`src/rtl/mfp_uart_transmitter.sv`:
```
// 8N1 UART transmitter, LSB first, fed by a small circular write FIFO.
// UART_TX comes straight from a flop; bit timing is a down-counter of DIV cycles.
module mfp_uart_transmitter #(
  parameter int CLK_FREQ   = 50_000_000,
  parameter int BAUD_RATE  = 115200,
  parameter int FIFO_DEPTH = 4
) (
  input  logic                          SI_ClkIn,
  input  logic                          SI_Reset,
  input  logic                          wr_valid,
  input  logic [7:0]                    wr_data,
  output logic                          wr_ready,
  output logic                          UART_TX,
  output logic                          busy,
  output logic [$clog2(FIFO_DEPTH):0]   fifo_count
);

  localparam int DIV = CLK_FREQ / BAUD_RATE;
  localparam int CW  = (DIV > 1) ? $clog2(DIV) : 1;
  localparam int AW  = $clog2(FIFO_DEPTH);
  localparam logic [CW-1:0] CNT_RELOAD = CW'(DIV - 1);

  typedef enum logic [1:0] {IDLE, START, DATA, STOP} state_t;

  state_t          state_reg, state_next;
  logic [AW:0]     wr_ptr_reg, rd_ptr_reg;
  logic [7:0]      mem [FIFO_DEPTH];
  logic [CW-1:0]   cnt_reg, cnt_next;
  logic [7:0]      shift_reg, shift_next;
  logic [2:0]      bit_idx_reg, bit_idx_next;
  logic            tx_reg, tx_next;
  logic            full, empty, push, pop, bit_end;

  // Pointers carry one extra wrap bit so full and empty are distinguishable.
  assign empty      = (wr_ptr_reg == rd_ptr_reg);
  assign full       = (wr_ptr_reg[AW-1:0] == rd_ptr_reg[AW-1:0]) &&
                      (wr_ptr_reg[AW] != rd_ptr_reg[AW]);
  assign push       = wr_valid & ~full;
  assign bit_end    = (cnt_reg == '0);
  assign wr_ready   = ~full;
  assign fifo_count = wr_ptr_reg - rd_ptr_reg;
  assign busy       = (state_reg != IDLE) | ~empty;
  assign UART_TX    = tx_reg;

  always_ff @(posedge SI_ClkIn) begin
    if (SI_Reset) begin
      state_reg   <= IDLE;
      wr_ptr_reg  <= '0;
      rd_ptr_reg  <= '0;
      cnt_reg     <= '0;
      shift_reg   <= '0;
      bit_idx_reg <= '0;
      tx_reg      <= 1'b1;
    end else begin
      state_reg   <= state_next;
      cnt_reg     <= cnt_next;
      shift_reg   <= shift_next;
      bit_idx_reg <= bit_idx_next;
      tx_reg      <= tx_next;
      if (push) wr_ptr_reg <= wr_ptr_reg + 1'b1;
      if (pop)  rd_ptr_reg <= rd_ptr_reg + 1'b1;
    end
  end

  always_ff @(posedge SI_ClkIn) begin
    if (push && !SI_Reset) mem[wr_ptr_reg[AW-1:0]] <= wr_data;
  end

  always_comb begin
    state_next = state_reg;
    case (state_reg)
      IDLE:    if (!empty) state_next = START;
      START:   if (bit_end) state_next = DATA;
      DATA:    if (bit_end && bit_idx_reg == 3'd7) state_next = STOP;
      STOP:    if (bit_end) state_next = empty ? IDLE : START;
      default: state_next = IDLE;
    endcase
  end

  always_comb begin
    pop          = 1'b0;
    tx_next      = tx_reg;
    shift_next   = shift_reg;
    bit_idx_next = bit_idx_reg;
    cnt_next     = bit_end ? cnt_reg : cnt_reg - CW'(1);
    case (state_reg)
      IDLE: begin
        tx_next  = 1'b1;
        cnt_next = '0;
        if (!empty) begin
          pop        = 1'b1;
          shift_next = mem[rd_ptr_reg[AW-1:0]];
          tx_next    = 1'b0;
          cnt_next   = CNT_RELOAD;
        end
      end
      START: if (bit_end) begin
        tx_next      = shift_reg[0];
        bit_idx_next = 3'd0;
        cnt_next     = CNT_RELOAD;
      end
      DATA: if (bit_end) begin
        shift_next = {1'b0, shift_reg[7:1]};
        cnt_next   = CNT_RELOAD;
        if (bit_idx_reg == 3'd7) begin
          tx_next = 1'b1;
        end else begin
          // shift_reg[1] is the bit that becomes shift[0] after this shift
          bit_idx_next = bit_idx_reg + 3'd1;
          tx_next      = shift_reg[1];
        end
      end
      STOP: if (bit_end) begin
        if (!empty) begin
          pop        = 1'b1;
          shift_next = mem[rd_ptr_reg[AW-1:0]];
          tx_next    = 1'b0;
          cnt_next   = CNT_RELOAD;
        end else begin
          tx_next  = 1'b1;
          cnt_next = '0;
        end
      end
      default: begin
        tx_next  = 1'b1;
        cnt_next = '0;
      end
    endcase
  end

endmodule

```
`config.mk`:
```
export PLATFORM = sky130hd
export DESIGN_NAME = mfp_uart_transmitter
export DESIGN_NICKNAME = d
export VERILOG_FILES = /design/src/rtl/mfp_uart_transmitter.sv
export SDC_FILE = /design/constraint.sdc
export NUM_CORES = 1
export LEC_CHECK = 0
export CAP_MARGIN = 5
export CORE_ASPECT_RATIO = 0.6
export CORE_MARGIN = 1.5
export CORE_UTILIZATION = 35
export DETAILED_ROUTE_END_ITERATION = 10
export PLACE_DENSITY = 0.53
export SETUP_SLACK_MARGIN = 0.05
export SLEW_MARGIN = 20
export SYNTH_ARGS = -nofsm -noshare
export SYNTH_HDL_FRONTEND = slang
export SYNTH_SLANG_ARGS = --single-unit
```
`constraint.sdc`:
```
create_clock -name SI_ClkIn -period 2.5 [get_ports SI_ClkIn]
set_input_delay 0.5 -clock SI_ClkIn [delete_from_list [all_inputs] [get_ports SI_ClkIn]]
set_output_delay 0.5 -clock SI_ClkIn [all_outputs]
set_load 0.02 [all_outputs]
```
Word-level counts from Yosys, hierarchy flattened
Memories as Yosys holds them, arrays and structs flattened. A register that Yosys moved wholly into a read port is not among the register bits.
Cells that the tools add are included.
{"block": "word_totals", "register_bits": 29, "out_inout_bits": 6, "input_bits": 11, "mem_count": 1, "wordCells": 75, "ramBits": 32}
{"memory": "mem", "depth": 4, "word_bits": 8, "read_ports": 1, "rd_ports_with_merged_regs": 1, "write_ports": 1, "line_no": "27", "rtl": "logic [7:0] mem [FIFO_DEPTH];"}
{"block": "op_classes", "add_sub_neg": 5, "n_reduce_logical": 14, "bitwise": 4, "n_eq_ne": 13, "mux": 31}
{"cell": "$mux W9", "n": 3}
{"cell": "$pmux W9 S3", "n": 1}
{"cell": "$mux W8", "n": 3}
{"cell": "$pmux W8 S3", "n": 1}
{"cell": "$mux W2", "n": 6}
{"cell": "$ne A2 B2 Y1 const B", "n": 6}
{"cell": "$mux W1", "n": 10}
{"cell": "$add A3 B1 Y3 const B", "n": 3}
{"cell": "$logic_not A9 Y1", "n": 1}
{"cell": "$mux W3", "n": 3}
{"cell": "$sub A9 B1 Y9 const B", "n": 1}
{"cell": "$pmux W2 S4", "n": 1}
{"cell": "$reduce_and A4 Y1", "n": 2}
{"cell": "$pmux W3 S2", "n": 1}
{"cell": "$reduce_and A3 Y1", "n": 2}
{"cell": "$eq A2 B2 Y1 const B", "n": 2}
{"cell": "$pmux W1 S4", "n": 1}
{"cell": "$reduce_bool A2 Y1", "n": 2}
{"cell": "$eq A3 B3 Y1", "n": 1}
{"cell": "$eq A3 B3 Y1 const B", "n": 1}
{"cell": "$logic_and A1 B1 Y1", "n": 3}
{"cell": "$reduce_bool A3 Y1", "n": 1}
{"cell": "$sub A3 B3 Y3", "n": 1}
{"cell": "$eq A2 B1 Y1 const B", "n": 1}
{"cell": "9 further kinds", "n": 10}

Longest topological paths before layout
Gate-level depths: netlist of the first run.
{"block": "logic_depth", "word_depth": 7, "ltp_mapped": 8, "mapped_depth_nobuf": 6}

Worst setup path after synthesis of the first run
OpenSTA, ideal clock, no wires.
{"block": "synth_timing", "path_type": "register -> register", "start": "register wr_ptr_reg[0]", "end": "register rd_ptr_reg[2]", "n_path_buf": 1, "path_slack_ns": 0.446, "path_stages_with_launch": 8, "arrival_ns": 1.934, "setup_ns": 0.121, "period_less_slack_ns": 2.054, "required_ns": 2.379, "cell_sequence": "dfxtp_1 -> inv_1 -> ha_1 -> and2_0 -> and2_0 -> clkbuf_1 -> nor4b_1 -> mux2_2"}
{"block": "synth_between", "elab_chain_len": 4}
{"element": "from (decl)", "line_no": "26", "rtl": "logic [AW:0] wr_ptr_reg, rd_ptr_reg;"}
{"element": "from (signal assigned)", "line_no": "60", "rtl": "if (push) wr_ptr_reg <= wr_ptr_reg + 1'b1;"}
{"element": "$eq A3 B3 Y1 (*)", "line_no": "35", "rtl": "assign empty = (wr_ptr_reg == rd_ptr_reg);"}
{"element": "$mux W1 (*)", "line_no": "90, 114"}
{"element": "$mux W1", "line_no": "113", "rtl": "STOP: if (bit_end) begin"}
{"element": "$pmux W1 S2 (*)", "line_no": "86", "rtl": "case (state_reg)"}
{"element": "to (signal assigned)", "line_no": "61", "rtl": "if (pop) rd_ptr_reg <= rd_ptr_reg + 1'b1;"}
{"element": "to (decl)", "line_no": "26"}
Every way passes the cells marked *; elsewhere a longest branch is shown, timed or not.
A chain may end at the register's enable or synchronous reset.

Final worst setup path of the first run
{"block": "layout_timing", "start": "register wr_ptr_reg[0]", "end": "output busy"}
{"block": "layout_between", "elab_chain_len": 3}
{"element": "$eq A3 B3 Y1", "line_no": "35"}
{"element": "$not A1 Y1", "line_no": "42", "rtl": "assign busy = (state_reg != IDLE) | ~empty;"}
{"element": "$or A1 B1 Y1", "line_no": "42"}
{"element": "to (decl)", "line_no": "14", "rtl": "output logic busy,"}
No other way between the ends.

==> results.rst, run 1 <==
.. list-table::
   :header-rows: 1

   * - Metric
     - Value
   * - Most common cell in the netlist
     - sky130_fd_sc_hd__edfxtp_1
   * - Total non-filler cell area in the finished layout
     - 3640 sq um
   * - Quantity of I/O buffers inserted on ports
     - 16
   * - Mapped Avg Cell Area
     - 12.4 sq um
   * - Number of clock sinks
     - 63
   * - Worst reg2reg path depth
     - 7
   * - Slew margin rel.
     - 0.636
   * - Setup Crit Path Kind
     - flop to output port
   * - Max-cap viol count
     - 0
   * - Total number of vias
     - 1999
   * - Setup crit start kind
     - flop
   * - Total Die Area
     - 9160 sq um
   * - Endpoint of the worst register-to-register path
     - rd_ptr_reg[2]
   * - Top cells by area in the synthesized netlist
     - sky130_fd_sc_hd__edfxtp_1, sky130_fd_sc_hd__dfxtp_1, sky130_fd_sc_hd__ha_1, sky130_fd_sc_hd__mux4_2, sky130_fd_sc_hd__a21oi_1
   * - RSZ-0062 raised after global routing
     - false
   * - Number of buffers between clock root and the deepest sink
     - 2
   * - Min cycle time layout
     - 2.34 ns
   * - Crit path largest cell delay
     - 0.35 ns
   * - Worst Hold End
     - bit_idx_reg[2]
   * - Overflow left after global routing
     - 0
   * - Share of power burned in combinational logic
     - 0.352
   * - Overall track demand over capacity in global routing
     - 0.152
   * - Part of the Yosys area used for sequential elements
     - 0.527
   * - Mapped Nets
     - 270
   * - Total CTS buffers
     - 9
   * - Launch point of the critical path
     - wr_ptr_reg[0]
   * - Cell Pwr Density
     - 1110 nW/um^2
   * - Arrival time of the worst setup path
     - 1.84 ns
   * - Mapped Cells
     - 242
   * - Post-synth top area share
     - 0.320
   * - Number of flip-flops in the largest register
     - 32
   * - Overall power after layout
     - 4.05 mW
   * - Core Area
     - 8100 sq um
   * - Post-Syn Area
     - 3000 sq um
   * - Reg clk slew, reported paths
     - 0.05 ns
   * - Final Wtd Congestion
     - 0.821
   * - Hold buffer count at cts
     - 0
   * - Routed via count divided by cell count
     - 5.19
   * - Buffers inserted by post-CTS timing repair
     - 0
   * - Async set or reset register ratio after synthesis
     - 0
   * - Final Hold Vio Count
     - 0
   * - Maximum number of pins on one net before global-route repair
     - 20
   * - Clock power share
     - 0.312
   * - Slowest stage cell, crit path
     - sky130_fd_sc_hd__ha_1
   * - Vias in the first global route
     - 1888
   * - Reg2Reg Launch Point
     - wr_ptr_reg[0]
   * - Netlist cell types
     - 53
   * - Dominant cell type by area after synthesis
     - sky130_fd_sc_hd__edfxtp_1
   * - Count of inserted antenna diode cells
     - 0
   * - Leakage power summed over all cells
     - 1.39 nW
   * - Class of the tightest hold or removal check
     - flop to flop
   * - Floorplan die height
     - 74.8 microns
   * - Flip-flop cell with the highest count after synthesis
     - sky130_fd_sc_hd__edfxtp_1
   * - Final-report setup violation count
     - 0
   * - Switching share of power
     - 0.337
   * - Antenna violation net count after detailed routing
     - 0
   * - Setup_tns
     - 0 ns
   * - Fraction of power consumed by sequential logic
     - 0.336
   * - Number of slew-limit violations in the final report
     - 0
   * - Final Cycle Share
     - 0.935
   * - Post-detailed-route wirelength per cell
     - 16.0 microns
   * - Count of flip-flops with a built-in enable after synthesis
     - 32
   * - Most frequent cells after synthesis
     - sky130_fd_sc_hd__edfxtp_1, sky130_fd_sc_hd__dfxtp_1, sky130_fd_sc_hd__a21oi_1
   * - Num ports
     - 17
   * - First-pass GRT wire length
     - 10100 microns
   * - Internal power
     - 2.69 mW
   * - Detailed Routing Iterations Pass 1
     - 4
   * - Data required time at the worst endpoint
     - 2.00 ns
   * - Clock insertion delay at the later pin of the skew report
     - 0.33 ns
   * - Die X
     - 123 microns
   * - DRC violations left
     - 0
   * - Row cnt
     - 25
   * - Max Clk Rate
     - 428 MHz
   * - Clock root cell
     - sky130_fd_sc_hd__clkbuf_16
   * - TritonCTS clock tree
     - built
   * - DP HPWL
     - 4470 microns
   * - Run status
     - finished clean
   * - Flop2flop setup slack
     - 0.36 ns
   * - Initial antenna violation count
     - 0
   * - Total of flip-flops plus latches after synthesis
     - 63
   * - Area of combinational cells with multiple inputs
     - 1330 sq um
   * - # fillers
     - 744
   * - Critical path endpoint category
     - output port
   * - Switching Power
     - 1.37 mW
   * - Maximum fanout count along the critical path
     - 4
   * - Number of H-tree levels
     - 3
   * - Syn. warnings
     - 0
   * - Cell depth of the worst min-delay path
     - 2
   * - # nets final
     - 300
   * - Critical-path cell list
     - inv_1 -> ha_1 -> and2_0 -> and2_0 -> nand2_1 -> clkdlybuf4s15_1
   * - Initial detailed-routing violation count
     - 87
   * - Area growth syn-to-layout
     - 21.2%
   * - Footprint of the flip-flops and latches
     - 1580 sq um
   * - Proportion of layout cells with a drive suffix above 1
     - 0.184
   * - Initial cell density of the core
     - 0.371
   * - Standard cell area after detailed placement
     - 3340 sq um
   * - Clk_skew
     - 0.00483 ns
   * - Worst IR drop on VDD
     - 0.504 mV
   * - Most used cell, CP
     - sky130_fd_sc_hd__and2_0
   * - Transition at the pin with the smallest max-transition slack
     - 0.544 ns
   * - Drt total wl
     - 6170 microns
   * - Source of the worst hold timing path
     - bit_idx_reg[2]
## worst max-delay path: cells and delay by family (launching register included)
kind                       cells  cell delay, ns
and+or+nand+nor                3            0.43
buffers and inverters          2            0.39
adders and majority gates      1            0.35
DFF                            1            0.33
## per-layer routing
metal	track usage	part of all wire	up-vias
met1	0.228	0.53	953
met5	0	0	-
met3	0.0561	0.059	9
met4	0.0620	0.012	0
li1	-	-	993
met2	0.194	0.40	44
## area by class of cell
class / count / share of cell area
clock inverter: 6 / 0.0189
clock buffer: 10 / 0.0657
inverter: 11 / 0.0113
tap: 108 / 0.0371
multi-input combinational: 158 / 0.364
sequential: 63 / 0.435
timing repair buffer: 29 / 0.0677
## layout by cell type (no fill, tap or decap), drive strengths merged, types with 5 or more instances in the layout
| cell type | count |
|---|---|
| nor2 | 15 |
| mux2i | 8 |
| a21oi | 20 |
| buf | 13 |
| clkdlybuf4s50 | 12 |
| dfxtp | 31 |
| xnor2 | 5 |
| clkbuf | 12 |
| and2 | 6 |
| a311oi | 9 |
| o21ai | 10 |
| ha | 16 |
| nand2 | 10 |
| mux4 | 8 |
| edfxtp | 32 |
| inv | 12 |
## power groups by stage
stage                     registers [mW]  logic [mW]  clock network [mW]
after floorplan                     1.34        1.04                   0
after global placement              1.38        1.45                   0
after detailed placement            1.38        1.43                   0
after CTS                           1.36        1.42                1.30
after global routing                1.39        1.57                1.33
final                               1.36        1.43                1.26
## worst max-delay path by stage
stage,to,cells after the start
floorplan,rd_ptr_reg[2],7
global placement,fifo_count[2],5
detailed placement,fifo_count[2],5
CTS,busy,6
global route,busy,6
finish,busy,6
## cells by family after synthesis
family / count (synthesis) / share of synthesized area
DFF: 63 / 0.527
AOI/OAI and AO/OA: 61 / 0.139
and+or+nand+nor: 55 / 0.113
buffers and inverters: 21 / 0.0321
muxes: 17 / 0.0904
adders and majority gates: 17 / 0.0733
xor gates and xnor gates: 8 / 0.0258
## per-stage QoR
stage | hold WS (ns) | std cells | setup slack, ns | utilization
after detailed placement | 0.453 | 369 | 0.156 | 0.412
after floorplan | 0.436 | 242 | 0.446 | -
after CTS | 0.461 | 385 | 0.0791 | 0.450
final | 0.459 | 385 | 0.162 | 0.449
after global placement | 0.447 | 369 | 0.179 | 0.412
after global routing | 0.491 | 385 | 0.0566 | 0.449
## what timing repair did
action                                 4_1_cts  5_1_grt
gates resized for setup                      4        6
setup endpoints to repair                    4        4
endpoints found under the hold margin        0        0
pin swaps                                    0        0
Note: power is estimated with default switching activity, not from simulation.
==> inputs of run 2 (changes only) <==
- CORE_MARGIN: 1.5 -> 4
- CORE_UTILIZATION: 35 -> 45
- PLACE_DENSITY: 0.53 -> 0.65
==> run 2 against run 1 <==
Compared with the run above:
- clock-buffer cell count decreased by 1
- register-to-register slack got worse by 0.04 ns
- sequential power hardly changed
- critical path depth down 1
- combinational power barely moved
- die area shrank 12%
- critical endpoint is now fifo_count[1]
- largest cell class unchanged
==> results.rst, run 2 (synthesized netlist as in run 1, its figures left out) <==
.. list-table::
   :header-rows: 1

   * - Metric
     - Value
   * - Run status
     - finished clean
   * - Setup crit start kind
     - flop
   * - Num ports
     - 17 (unchanged)
   * - Leakage power summed over all cells
     - 1.32 nW (-4.7%)
   * - Number of buffers between clock root and the deepest sink
     - 2 (unchanged)
   * - Launch point of the critical path
     - wr_ptr_reg[0]
   * - Final Hold Vio Count
     - 0 (unchanged)
   * - Transition at the pin with the smallest max-transition slack
     - 0.525 ns (-0.0190 ns)
   * - Post-detailed-route wirelength per cell
     - 16.3 microns (+1.9%)
   * - Clock root cell
     - sky130_fd_sc_hd__clkbuf_8
   * - Floorplan die height
     - 71.3 microns (-4.6%)
   * - Critical path endpoint category
     - output port
   * - RSZ-0062 raised after global routing
     - false
   * - Final Wtd Congestion
     - 0.905 (+10%)
   * - Clk_skew
     - 0.00946 ns (+0.00464 ns)
   * - Quantity of I/O buffers inserted on ports
     - 16 (unchanged)
   * - Maximum fanout count along the critical path
     - 4 (unchanged)
   * - Detailed Routing Iterations Pass 1
     - 4 (unchanged)
   * - Initial antenna violation count
     - 0 (unchanged)
   * - Clock insertion delay at the later pin of the skew report
     - 0.35 ns (+0.02 ns)
   * - Switching Power
     - 1.33 mW (-2.3%)
   * - First-pass GRT wire length
     - 9750 microns (-3.8%)
   * - Class of the tightest hold or removal check
     - flop to flop
   * - Setup_tns
     - 0 ns (unchanged)
   * - Overall power after layout
     - 3.77 mW (-7.0%)
   * - Drt total wl
     - 5810 microns (-5.8%)
   * - Flop2flop setup slack
     - 0.32 ns (-0.04 ns)
   * - Number of H-tree levels
     - 3 (unchanged)
   * - Core Area
     - 6280 sq um (-23%)
   * - Reg2Reg Launch Point
     - rd_ptr_reg[2]
   * - Count of inserted antenna diode cells
     - 0 (unchanged)
   * - Slew margin rel.
     - 0.648 (+0.0117)
   * - Cell Pwr Density
     - 1080 nW/um^2 (-3.0%)
   * - Number of clock sinks
     - 63 (unchanged)
   * - DP HPWL
     - 4190 microns (-6.3%)
   * - Max-cap viol count
     - 0 (unchanged)
   * - Initial detailed-routing violation count
     - 137 (+57%)
   * - Final-report setup violation count
     - 0 (unchanged)
   * - Total CTS buffers
     - 9 (unchanged)
   * - Fraction of power consumed by sequential logic
     - 0.362 (+0.026)
   * - Worst IR drop on VDD
     - 0.506 mV (+0.32%)
   * - Worst reg2reg path depth
     - 4 (-3)
   * - Share of power burned in combinational logic
     - 0.372 (+0.020)
   * - Antenna violation net count after detailed routing
     - 0 (unchanged)
   * - Total number of vias
     - 2020 (+1.1%)
   * - # nets final
     - 295 (-1.7%)
   * - Final Cycle Share
     - 0.938 (+0.00254)
   * - Min cycle time layout
     - 2.34 ns (+0.00636 ns)
   * - Reg clk slew, reported paths
     - 0.07 ns (+0.02 ns)
   * - Total Die Area
     - 8090 sq um (-12%)
   * - Row cnt
     - 22 (-12%)
   * - Number of slew-limit violations in the final report
     - 0 (unchanged)
   * - Initial cell density of the core
     - 0.478 (+0.108)
   * - Maximum number of pins on one net before global-route repair
     - 23 (+15%)
   * - Internal power
     - 2.43 mW (-9.4%)
   * - Die X
     - 113 microns (-7.4%)
   * - Max Clk Rate
     - 427 MHz (-0.27%)
   * - Routed via count divided by cell count
     - 5.67 (+9.3%)
   * - Endpoint of the worst register-to-register path
     - mem[3][4]
   * - Overall track demand over capacity in global routing
     - 0.157 (+0.00446)
   * - Data required time at the worst endpoint
     - 2.00 ns (about the same)
   * - Proportion of layout cells with a drive suffix above 1
     - 0.173 (-0.0113)
   * - Clock power share
     - 0.267 (-0.045)
   * - Capture point of the critical path
     - fifo_count[1]
   * - DRC violations left
     - 0 (unchanged)
   * - Vias in the first global route
     - 1879 (-0.48%)
   * - Arrival time of the worst setup path
     - 1.84 ns (about the same)
   * - Most common library cell in the layout ignoring fill and taps
     - sky130_fd_sc_hd__edfxtp_1
   * - Setup Crit Path Kind
     - flop to output port
   * - Number of flip-flops in the largest register
     - 32 (unchanged)
   * - Area growth syn-to-layout
     - 16.1%
   * - Commonest cells after routing, fill and taps aside
     - sky130_fd_sc_hd__edfxtp_1, sky130_fd_sc_hd__dfxtp_1, sky130_fd_sc_hd__a21oi_1
   * - Overflow left after global routing
     - 0 (unchanged)
   * - TritonCTS clock tree
     - built
   * - # fillers
     - 550 (-26%)
   * - Switching share of power
     - 0.354 (+0.0170)
## run 2: cell types whose count changed in the layout (fill, tap and decap cells not counted), sizes merged
cell | before | now
inv | 12 | 13
clkdlybuf4s15 | 1 | 0
bufinv | 1 | 2
clkinv | 3 | 2
buf | 13 | 8
## run 2: layer usage
layer / share of wire / vias to the layer above / global-route usage
li1: - / 983 / -
met1: 0.52 / 961 / 0.242
met2: 0.39 / 68 / 0.198
met3: 0.072 / 8 / 0.0574
met4: 0.014 / 0 / 0.0520
met5: 0 / - / 0
## run 2: power groups by stage
stage          combinational [mW]  clock (mW)  sequential, mW
6_report                     1.40        1.00            1.36
4_1_cts                      1.39        1.02            1.36
3_3_place_gp                 1.40           0            1.38
2_1_floorplan                1.04           0            1.34
5_1_grt                      1.55        1.08            1.39
3_5_place_dp                 1.40           0            1.38
## run 2: what timing repair did
| item | CTS | global route |
|---|---|---|
| gates resized for setup | 4 | 7 |
| setup buffers | 0 | 0 |
| hold buffers | 0 | 0 |
| setup endpoints to repair | 4 | 4 |
## run 2: how the worst min path moves through the flow
stage                              start             end  slack (ns)  cells past startpoint
after floorplan           bit_idx_reg[1]  bit_idx_reg[1]        0.44                      2
after global placement    bit_idx_reg[2]  bit_idx_reg[2]        0.44                      2
after detailed placement  bit_idx_reg[2]  bit_idx_reg[2]        0.45                      2
after CTS                 bit_idx_reg[2]  bit_idx_reg[2]        0.46                      2
after global routing      bit_idx_reg[2]  bit_idx_reg[2]        0.49                      2
final                     bit_idx_reg[2]  bit_idx_reg[2]        0.46                      2
## run 2: cell type report
class                   count  area [sq um]  area share
flip-flops and latches     63          1580       0.454
multi-input cells         158          1330       0.380
repair buffers             24           204      0.0585
clock buffers               9           124      0.0355
clock inverters             7           105      0.0302
well taps                  84           105      0.0302
inverters                  11          41.3      0.0118
## run 2: critical path: stages, from the launching register on
cell and delay, ns:
sky130_fd_sc_hd__dfxtp_1 0.37, sky130_fd_sc_hd__inv_2 0.08, sky130_fd_sc_hd__ha_1 0.22, sky130_fd_sc_hd__fa_1 0.49
sky130_fd_sc_hd__inv_1 0.04, sky130_fd_sc_hd__dlygate4sd2_1 0.31
## run 2: through the flow
stage	util	cell area [sq um]	instances	worst slack, ns	hold WS [ns]
3_3_place_gp	0.522	3270	340	0.181	0.444
6_report	0.555	3490	356	0.156	0.462
3_5_place_dp	0.522	3270	340	0.169	0.453
5_1_grt	0.555	3490	356	0.0762	0.487
4_1_cts	0.557	3500	356	0.0497	0.464
2_1_floorplan	-	3000	242	0.446	0.436
==> inputs of run 3 (changes only) <==
- ABC_CLOCK_PERIOD_IN_PS: not set -> 2500
==> results of run 3 <==
The final DEF is identical to that of run 2; final timing and power are the same.
